--- config.mk ---
export PLATFORM = sky130hd
export DESIGN_NAME = tanh_grad_bwd
export DESIGN_NICKNAME = d
export VERILOG_FILES = /design/src/rtl/tanh_grad_bwd.sv
export SDC_FILE = /design/constraint.sdc
export NUM_CORES = 1
export LEC_CHECK = 0
export ABC_AREA = 1
export CAP_MARGIN = 0
export CORE_MARGIN = 5
export CORE_UTILIZATION = 59
export CTS_BUF_LIST = sky130_fd_sc_hd__clkbuf_16
export DETAILED_ROUTE_END_ITERATION = 6
export GPL_TIMING_DRIVEN = 0
export PLACE_DENSITY = 0.8
export SLEW_MARGIN = 25
export SYNTH_ARGS = -nofsm -noshare
export SYNTH_HDL_FRONTEND = slang
export SYNTH_SLANG_ARGS = --single-unit
--- constraint.sdc ---
create_clock -name clk -period 5.6 [get_ports clk]
set_input_delay 1.12 -clock clk [delete_from_list [all_inputs] [get_ports clk]]
set_output_delay 1.12 -clock clk [all_outputs]
set_load 0.02 [all_outputs]
--- src/rtl/tanh_grad_bwd.sv ---
`default_nettype none
// ============================================================================
// Module      : tanh_grad_bwd
// Description : tanh backward pass, dx = g * (1 - y^2), 3-stage valid/ready pipe.
//               Optional macro TANH_GRAD_RND_EN: round-half-up on both shifts.
// Revision    : 1.0 - initial release
// ============================================================================
module tanh_grad_bwd #(
    parameter int FRAC = 9,
    parameter int W    = 16
) (
    input  logic         clk,
    input  logic         rst,
    input  logic         in_valid,
    output logic         in_ready,
    input  logic [W-1:0] y_in,
    input  logic [W-1:0] g_in,
    output logic         out_valid,
    input  logic         out_ready,
    output logic [W-1:0] dx_out,
    output logic [15:0]  out_count
);

`ifdef TANH_GRAD_RND_EN
    localparam int c_RND = 1;
`else
    localparam int c_RND = 0;
`endif

    localparam int                    c_ONE     = 1 << FRAC;
    localparam logic signed [W-1:0]   c_POS_ONE = W'(c_ONE);
    localparam logic signed [W-1:0]   c_NEG_ONE = W'(-c_ONE);
    localparam logic [W:0]            c_ONE_D   = (W+1)'(c_ONE);
    localparam logic [2*W-1:0]        c_HALF_S  = (2*W)'(c_RND) << (FRAC-1);
    localparam logic signed [2*W+1:0] c_HALF_P  = (2*W+2)'(c_RND) << (FRAC-1);
    localparam logic signed [2*W+1:0] c_QMAX    = {{(W+3){1'b0}}, {(W-1){1'b1}}};
    localparam logic signed [2*W+1:0] c_QMIN    = {{(W+3){1'b1}}, {(W-1){1'b0}}};

    logic                    r_v1_q, r_v2_q, r_v3_q;
    logic signed [W-1:0]     r_yc_q;
    logic [W-1:0]            r_g1_q, r_g2_q;
    logic [W:0]              r_d2_q;
    logic [W-1:0]            r_dx_q;
    logic [15:0]             r_cnt_q;

    logic                    w_advance;
    logic signed [W-1:0]     w_y;
    logic signed [W-1:0]     w_yc_d;
    logic signed [2*W-1:0]   w_sq;
    logic [2*W-1:0]          w_sq_r;
    logic [W:0]              w_d_d;
    logic signed [2*W+1:0]   w_g_ext, w_d_ext, w_p, w_pr, w_q;
    logic [W-1:0]            w_dx_d;
    logic                    w_unused;

    assign w_advance = ~(r_v3_q & ~out_ready);
    assign in_ready  = w_advance;
    assign out_valid = r_v3_q;
    assign dx_out    = r_dx_q;
    assign out_count = r_cnt_q;

    // Stage 1: clamp the stored activation to the legal tanh range.
    assign w_y    = $signed(y_in);
    assign w_yc_d = (w_y > c_POS_ONE) ? c_POS_ONE :
                    (w_y < c_NEG_ONE) ? c_NEG_ONE : w_y;

    // Stage 2: d = ONE - y^2; |y_c| <= ONE keeps s within 0..ONE.
    assign w_sq     = r_yc_q * r_yc_q;
    assign w_sq_r   = $unsigned(w_sq) + c_HALF_S;
    assign w_d_d    = c_ONE_D - w_sq_r[FRAC +: W+1];
    assign w_unused = ^{w_sq_r[2*W-1:FRAC+W+1], w_sq_r[FRAC-1:0]};

    // Stage 3: signed g times non-negative d, shift, then saturate.
    assign w_g_ext = {{(W+2){r_g2_q[W-1]}}, r_g2_q};
    assign w_d_ext = {{(W+1){1'b0}}, r_d2_q};
    assign w_p     = w_g_ext * w_d_ext;
    assign w_pr    = w_p + c_HALF_P;
    assign w_q     = w_pr >>> FRAC;
    assign w_dx_d  = (w_q > c_QMAX) ? c_QMAX[W-1:0] :
                     (w_q < c_QMIN) ? c_QMIN[W-1:0] : w_q[W-1:0];

    always_ff @(posedge clk) begin
        if (rst) begin
            r_v1_q  <= 1'b0;
            r_v2_q  <= 1'b0;
            r_v3_q  <= 1'b0;
            r_dx_q  <= '0;
            r_cnt_q <= '0;
        end else begin
            if (w_advance) begin
                r_v1_q <= in_valid;
                r_v2_q <= r_v1_q;
                r_v3_q <= r_v2_q;
                if (r_v2_q) begin
                    r_dx_q <= w_dx_d;
                end
            end
            if (r_v3_q && out_ready) begin
                r_cnt_q <= r_cnt_q + 16'd1;
            end
        end
    end

    // Datapath payload needs no reset; the valid bits qualify it.
    always_ff @(posedge clk) begin
        if (w_advance) begin
            if (in_valid) begin
                r_yc_q <= w_yc_d;
                r_g1_q <= g_in;
            end
            if (r_v1_q) begin
                r_d2_q <= w_d_d;
                r_g2_q <= r_g1_q;
            end
        end
    end

endmodule
`default_nettype wire

==> results.yml <==
synthesis:
  synthesis.area_sq_um: 22000
  yosys.area.top_type_share: 0.359
  synth_edf_count: 65
  ys_warn_count: 0
  syn_nets: 3456
  synth_top_area_cell: "fa_1"
  synthTopCellsByArea: "fa_1, inv_1, nand2_1"
  syn_inst: 2827
  synth-seq-cells: 100
  synth_ff_type: "edfxtp_1"
  synth_cell_types: 45
  ys_seq_area_frac: 0.121
  syn_area_per_cell_sq_um: 7.77
  ys_async_sr_fraction: 0
status:
  violations: "design-rule violations, negative setup slack"
  status: "complete, but fails checks"
routing:
  via_count: 19000
  dr.pass1.iters: 7
  wire_per_inst_um: 18.4
  drt_iter0_drc: 1510
  wirelength_um: 65200
  viasPerCell: 5.39
  ant_nets: 0
  drc: 35
worst_setup_path:
  crit_type: "flop to flop"
  crit_required_ps: 5910
  crit_top_cell: "nand2_1"
  path_max_fanout: 10
  max_stage_delay_ps: 630
  cp-end-kind: "flop"
  slowest_stage: "fa_2"
  crit_arrival_ps: 6490
  cp-start-kind: "flop"
timing:
  finalSetupViolCount: 30
  finClkSkew_ps: 20.0
  slew_viol_final: 0
  worst_slew_pin_slew_ps: 791
  fmax_mhz: 162
  min_period_ps: 6180
  fin_tns_setup_ps: -13650
  fin_ws_ps: -579
  slew_headroom: 0.473
  hold_viol: 0
  rsz0062_at_grt: "true"
  hold_ws_ps: 425
  fin_crit_sh: 1.10
cells_and_area:
  multi_input_area_sq_um: 17400
  fillers: 2512
  final_common_cell: "inv_1"
  num_antenna_cells: 0
  area_growth_pct: 25.4
  final_cell_mix: "inv_1, nand2_1, fa_1"
  ff_latch_area_sq_um: 2650
  nNetsFinal: 3689
  drive_gt1_frac: 0.220
floorplan:
  io_pins: 70
  coreArea_sq_um: 36700
  die_h_um: 203
  fp.dieArea_sq_um: 41200
  initial_core_util: 0.598
  dieWidth_um: 203
  rows: 70
global_route:
  grt_max_degree: 34
  track_usage: 0.313
  grt_pass1_wl_um: 103000
  grt_pass1_vias: 20300
  grt-ovfl-total: 0
  antenna_found_initial: 1
placement:
  portBuffers: 69
  detailed_place_hpwl_um: 48500
  gp_congestion: 0.987
clock_network:
  cts.sinks: 100
  cts-root-buf: "clkbuf_16"
  clk_pin_slew_ps: 90
  htreeDepth: 3
  cts_tree: "built"
  cts_buffers: 9
  worstSkewPairLatency_ps: 370
  cts.path.max_buffers: 2
run:
  drv_cap: 0
worst_hold_path:
  worstHoldPathType: "flop to flop"
## state kept, by name, indices dropped and copies added (netlist names)
register	cells
out_valid	1
r_v2_q	1
r_yc_q	16
dx_out	16
r_g1_q	16
r_v1_q	1
r_d2_q	17
r_g2_q	16
out_count	16
## final cells by class
class | count | area share
clock buffer | 9 | 0.00818
clock inverter | 7 | 0.00332
buffer | 83 | 0.0402
inverter | 888 | 0.122
timing repair buffer | 225 | 0.0761
sequential | 100 | 0.0964
multi-input combinational | 1753 | 0.633
tap | 468 | 0.0213
## synth_stat cells, types with 16 or more instances
library cell	n
nand2_2	18
dfxtp_1	35
clkbuf_1	79
ha_1	199
nor2_1	103
nand2_1	699
o21ai_0	44
inv_1	885
xor2_1	20
fa_1	394
edfxtp_1	65
nand3_1	52
nor3_1	19
nand4_1	16
a21oi_1	76
xnor2_1	33
## final timing paths
path | slack (ps) | from | cells after the start | to
max | -580 | r_d2_q[5] | 31 | dx_out[7]
min | 430 | r_g1_q[13] | 0 | r_g2_q[13]
max reg2reg | -580 | r_d2_q[5] | 31 | dx_out[7]
min reg2reg | 430 | r_g1_q[13] | 0 | r_g2_q[13]
## per-layer routing
| layer | vias to the layer above | share of wire | wire, um | GRT usage |
|---|---|---|---|---|
| li1 | 8596 | - | - | - |
| met1 | 9260 | 0.38 | 24600 | 0.400 |
| met2 | 948 | 0.48 | 31500 | 0.535 |
| met3 | 237 | 0.091 | 5950 | 0.0554 |
| met4 | 2 | 0.049 | 3180 | 0.115 |
| met5 | - | 0.00021 | 14 | 0 |
## through the flow
| step | instances | setup slack (ps) | instance area (sq um) | util |
|---|---|---|---|---|
| after global routing | 3533 | -766 | 27500 | 0.750 |
| after floorplan | 2827 | -30.9 | 22900 | - |
| after global placement | 3364 | -1020 | 24200 | 0.660 |
| final | 3533 | -579 | 27500 | 0.750 |
| after CTS | 3497 | -539 | 26600 | 0.726 |
| after detailed placement | 3365 | -1090 | 24200 | 0.660 |
## kinds of logic after synthesis
| group | share of synthesized area |
|---|---|
| XOR/XNOR | 0.0219 |
| flip-flops | 0.121 |
| adder cells (fa/ha/maj) | 0.473 |
| AND/OR/NAND/NOR | 0.176 |
| buffers and inverters | 0.168 |
| AO/OA/AOI/OAI | 0.0412 |
## critical path: cells and delay by family, from the launching register on
kind	cells	cell delay, ps
AOI/OAI and AO/OA	3	540
DFF	1	350
and+or+nand+nor	12	920
buffers and inverters	9	880
adders and majority gates	7	3420
## what timing repair did
action,in CTS,in global routing
hold buffers,0,0
endpoints found under the hold margin,0,0
gates resized for setup,273,182
setup buffers,110,42
setup endpoints to repair,31,31
pin swaps,141,96
cloned,7,1
Power is not shown: default switching activity piles up to over one toggle a cycle in this logic, so the estimate is an artifact.
